<file path="src/rtl/banner_rom_scroller.sv">
// Banner ROM pixel reader with frame-synchronous wrap-around scrolling.
// Two-stage pipeline: window/address/column, then ROM bit select.
module banner_rom_scroller #(
    parameter int ROW_BITS   = 1440,
    parameter int ROWS       = 38,
    parameter int ADDR_W     = 6,
    parameter int ROM_BASE   = 1,
    parameter int X_W        = 11,
    parameter int ORIGIN_X   = 0,
    parameter int ORIGIN_Y   = 200,
    parameter int WIN_W      = 640,
    parameter int STEP       = 2,
    parameter int SCROLL_DIV = 2,
    parameter int CW         = 11
) (
    input  logic                clk,
    input  logic                rst,
    input  logic [X_W-1:0]      pix_x,
    input  logic [X_W-1:0]      pix_y,
    input  logic                frame_start,
    input  logic                scroll_en,
    input  logic                scroll_dir,
    input  logic                scroll_clr,
    output logic [ADDR_W-1:0]   rom_addr,
    input  logic [ROW_BITS-1:0] rom_data,
    output logic                pix_on,
    output logic                in_win_d,
    output logic [CW-1:0]       scroll_offset
);

    localparam int SW  = X_W + 1;
    localparam int CW1 = CW + 1;
    localparam int CSW = ((SW > CW) ? SW : CW) + 1;
    localparam int DW  = (SCROLL_DIV > 1) ? $clog2(SCROLL_DIV) : 1;

    logic [SW-1:0]     px;
    logic [SW-1:0]     py;
    logic [SW-1:0]     rel_x;
    logic [SW-1:0]     rel_y;
    logic              x_ok;
    logic              y_ok;
    logic              win;
    logic [CSW-1:0]    col_sum;
    logic [CW-1:0]     col_nx;
    logic [ADDR_W-1:0] addr_nx;

    logic              win_r;
    logic [CW-1:0]     col_r;
    logic [CW-1:0]     bit_idx;

    logic [DW-1:0]     div;
    logic              div_last;
    logic              pulse;
    logic              step;
    logic [CW1-1:0]    up_sum;
    logic [CW-1:0]     up_nx;
    logic [CW-1:0]     dn_nx;
    logic [CW-1:0]     step_nx;

    // Window test and relative coordinates, all at X_W+1 bits.
    always_comb begin
        px    = {1'b0, pix_x};
        py    = {1'b0, pix_y};
        rel_x = px - SW'(ORIGIN_X);
        rel_y = py - SW'(ORIGIN_Y);
        x_ok  = (px >= SW'(ORIGIN_X)) &&
                (px <  SW'(ORIGIN_X + WIN_W));
        y_ok  = (py >= SW'(ORIGIN_Y)) &&
                (py <  SW'(ORIGIN_Y + ROWS));
        win   = x_ok & y_ok;
    end

    // Scrolled column with a single conditional wrap.
    always_comb begin
        col_sum = CSW'(rel_x) + CSW'(scroll_offset);
        if (col_sum >= CSW'(ROW_BITS)) begin
            col_nx = CW'(col_sum - CSW'(ROW_BITS));
        end else begin
            col_nx = CW'(col_sum);
        end
        addr_nx = ADDR_W'(SW'(ROM_BASE) + rel_y);
    end

    // Stage 1: register window flag, ROM row address and column.
    always_ff @(posedge clk or posedge rst) begin
        if (rst) begin
            win_r    <= 1'b0;
            rom_addr <= '0;
            col_r    <= '0;
        end else begin
            win_r <= win;
            if (win) begin
                rom_addr <= addr_nx;
                col_r    <= col_nx;
            end else begin
                rom_addr <= '0;
                col_r    <= '0;
            end
        end
    end

    // Column 0 sits in the MSB of the ROM word.
    always_comb begin
        bit_idx = CW'(ROW_BITS - 1) - col_r;
    end

    // Stage 2: pick the bit from the ROM row addressed last cycle.
    always_ff @(posedge clk or posedge rst) begin
        if (rst) begin
            pix_on   <= 1'b0;
            in_win_d <= 1'b0;
        end else begin
            pix_on   <= win_r & rom_data[bit_idx];
            in_win_d <= win_r;
        end
    end

    // Next offset candidates for either direction, wrapped into range.
    always_comb begin
        up_sum = {1'b0, scroll_offset} + CW1'(STEP);
        if (up_sum >= CW1'(ROW_BITS)) begin
            up_nx = CW'(up_sum - CW1'(ROW_BITS));
        end else begin
            up_nx = CW'(up_sum);
        end
        if (scroll_offset < CW'(STEP)) begin
            dn_nx = CW'({1'b0, scroll_offset} +
                        CW1'(ROW_BITS - STEP));
        end else begin
            dn_nx = scroll_offset - CW'(STEP);
        end
        step_nx  = scroll_dir ? dn_nx : up_nx;
        div_last = (div == DW'(SCROLL_DIV - 1));
        pulse    = frame_start & scroll_en;
        step     = pulse & div_last;
    end

    // Divider and offset; clear wins over a coincident step.
    always_ff @(posedge clk or posedge rst) begin
        if (rst) begin
            div           <= '0;
            scroll_offset <= '0;
        end else if (scroll_clr) begin
            div           <= '0;
            scroll_offset <= '0;
        end else if (step) begin
            div           <= '0;
            scroll_offset <= step_nx;
        end else if (pulse) begin
            div           <= div + DW'(1);
        end
    end

endmodule

</file>
<file path="config.mk">
export PLATFORM = sky130hd
export DESIGN_NAME = banner_rom_scroller
export DESIGN_NICKNAME = d
export VERILOG_FILES = /design/src/rtl/banner_rom_scroller.sv
export SDC_FILE = /design/constraint.sdc
export NUM_CORES = 1
export LEC_CHECK = 0
export ABC_AREA = 1
export CORE_AREA = 2 2 583 585
export DETAILED_ROUTE_END_ITERATION = 10
export DIE_AREA = 0 0 585 587
export GPL_ROUTABILITY_DRIVEN = 0
export SETUP_SLACK_MARGIN = 0.15
export SYNTH_ARGS = -nofsm -noshare
export SYNTH_HDL_FRONTEND = slang
export SYNTH_SLANG_ARGS = --single-unit
</file>
<file path="constraint.sdc">
create_clock -name clk -period 5.4 [get_ports clk]
set_input_delay 1.08 -clock clk [delete_from_list [all_inputs] [get_ports clk]]
set_output_delay 1.08 -clock clk [all_outputs]
set_load 0.03 [all_outputs]
</file>
==> flow_summary.yaml <==
clock_tree:
  cts_root_buf: "clkbuf_16"
  postCtsHoldBufs: 0
  path_clk_slew_ns: 0.07
  cts_tree: "done"
  cts.sinks: 31
  numCtsBuffers: 5
  post_cts_resized: 0
  cts_setup_buffers: 0
  htree_levels: 2
  cts.path.max_buffers: 2
  clock_latency_ns: 0.30
critical_path:
  path_buf_inv: 2
  crit_slowest_cell: "buf_4"
  path_cells: "clkinv_16 > buf_4 > nand2_1 > nand3_1 > nand2_1 > a21oi_1 > o31ai_1 > nand3_1 > nand3_1 > nand2_1 > nand2_1 > nand3_1 > nand2_1 > nand2_1 > nand3_1 > nor2_1"
  cp_top_family: "simple AND/OR/NAND/NOR gates"
  path_common_cell: "nand2_1"
  regToRegStartpoint: "col_r[0]"
  critPathMaxFanout: 129
  ff2ff_setup_slack_ns: 1.39
  worstPathRequired_ns: 5.62
  max_stage_delay_ns: 0.72
  critPathLaunch: "col_r[0]"
  path_class: "flop to flop"
  arrival_ns: 4.23
  end_kind: "flop"
  startpoint_type: "flop"
global_route:
  met1_usage_pct: 13.47
  grt.busiest_layer: "met2"
  grt_use_met3_pct: 2.763
  grt_pass1_vias: 29600
  grt_max_degree: 129
  grt_util_all_layers_pct: 12.40
  antenna_found_initial: 142
  overflow: 0
  grt_pass1_wl_mm: 281.4
  use_met2_pct: 23.07
placed_design:
  port_buffers: 1485
  dpl_cell_area_um2: 36700
  dp_hpwl_mm: 189.3
timing:
  skew_ns: 0.01382
  fmax_mhz: 249.4
  setup_viol: 0
  tns_ns: 0
  slew_viol_final: 0
  worst_slew_pin_slew_ns: 1.049
  hold_viol: 0
  min_period_ns: 4.009
  finalCritPeriodShare_pct: 74.25
  relSlewSlack_pct: 29.98
  rsz0062_at_grt: "false"
pwr:
  internal-power_mw: 1.538
  power.net_switching_mw: 0.7591
  peakVddDrop_v: 0.00009763
  pwr-share-clk_pct: 14.3
  powerDensity_nw_per_um2: 62.03
  pwr-share-seq_pct: 10.5
  p_comb_share_pct: 75.1
  p_sw_share_pct: 33.05
  power_leakage_nw: 13.90
floorplan:
  io-pin-count: 1487
  die_x_um: 585
  fp.dieH_um: 587
  start_util_pct: 5.081
  rows: 214
  core-area_um2: 337900
  die-area_um2: 343400
finish:
  drive_gt1_share_pct: 2.236
  final_nets: 6360
  final_util_pct: 10.96
  final_area_um2: 37030
  areaGrowthSynthToFinish_pct: 115.7
hold_path:
  hold_path_class: "flop to flop"
  min_from: "win_r"
synthesis:
  async_reset_ff_share_pct: 100.0
  synth-main-ff-cell: "dfrtp_1"
  synth.area.top_cells: "nand2_1, nand3_1, dfrtp_1, buf_2, buf_4"
  synth_area_um2: 17170
  netlist_instances: 3620
  synth_commonest_cells: "nand2_1, nand3_1, buf_2"
  ys_types: 45
  seq_area_frac_synth_pct: 4.519
  ys.warnings.count: 0
  ys_ff_latch: 31
  yosysTopAreaCell: "nand2_1"
  synth_edf_count: 0
  synth.top_cell.area_share_pct: 36.38
  syn_area_per_cell_um2: 4.742
  yosysMostFrequentCell: "nand2_1"
route:
  wl_mm: 225.6
  first_pass_iters: 7
  drc: 0
  route.antenna.remaining_nets: 0
  via_per_inst: 3.222
  drtIter0Drc: 2019
  wl_per_cell_um: 23.80
  dr_total_vias: 30540
run_status:
  status: "complete, no violations"
job:
  max_cap_viol_count: 0
-- per-stage QoR --
stage	total power, mW	worst slack, ns	hold slack (ns)	cells
3_5_place_dp	1.986	1.129	0.5092	9403
6_report	2.297	1.391	0.5110	9478
3_3_place_gp	1.989	1.096	0.4971	9403
2_1_floorplan	0.6193	2.466	0.3543	3621
4_1_cts	2.335	1.107	0.5256	9411
5_1_grt	2.454	1.059	0.5173	9461
-- registers in the layout, indices dropped and copies added (netlist names) --
name / flops
col_r: 11
scroll_offset: 10
rom_addr: 6
div: 1
in_win_d: 1
pix_on: 1
win_r: 1
-- cell usage in the layout (no fill, tap or decap), types with 13 or more instances in the layout --
cell type           n
xor2_1             18
dfrtp_1            25
a21oi_1            68
nand3_1          1226
nand2_1          1664
diode_2            67
clkdlybuf4s50_1  1485
o21ai_0            61
o31ai_1            13
buf_4              59
ha_1               17
nor2_1             78
o22ai_1            15
inv_1              53
buf_12             19
-- area by class of cell --
| cell class | count | area [um^2] |
|---|---|---|
| sequential | 31 | 798.3 |
| multi-input combinational | 3212 | 14240 |
| inverter | 61 | 292.8 |
| timing repair buffer | 1563 | 15690 |
| tap | 4536 | 5675 |
| clock buffer | 7 | 152.6 |
| antenna | 67 | 167.7 |
| fill | 39960 | 300900 |
| clock inverter | 1 | 7.507 |
-- power by group through the flow --
stage	combinational, mW	sequential (mW)	clock, mW
after floorplan	0.374	0.245	0
after global placement	1.74	0.247	0
after detailed placement	1.74	0.247	0
after CTS	1.75	0.242	0.344
after global routing	1.86	0.242	0.348
final	1.73	0.242	0.330
-- final timing paths --
path / to / cells past startpoint
max reg2reg: pix_on / 16
min in group asynchronous: rom_addr[5] / 3
min: in_win_d / 0
min reg2reg: in_win_d / 0
max in group asynchronous: col_r[1] / 3
max: pix_on / 16
-- cell families (layout without fill, tap and decap cells) --
kind of cell / after synthesis / count (layout) / synth area share, %
AND/OR/NAND/NOR: 2988 / 2988 / 74.59
buffers and inverters: 378 / 1632 / 12.58
AO/OA/AOI/OAI: 184 / 184 / 5.911
flip-flops: 31 / 31 / 4.519
XOR/XNOR: 20 / 20 / 1.020
adder cells (fa/ha/maj): 18 / 18 / 1.356
other: 1 / 69 / 0.02184
-- routing by layer --
| metal | part of all wire (%) | vias up |
|---|---|---|
| met2 | 51 | 1616 |
| met3 | 7.4 | 352 |
| met5 | 0.18 | - |
| li1 | - | 14570 |
| met1 | 37 | 13940 |
| met4 | 3.9 | 60 |
Power figures use the tool's default switching activity.
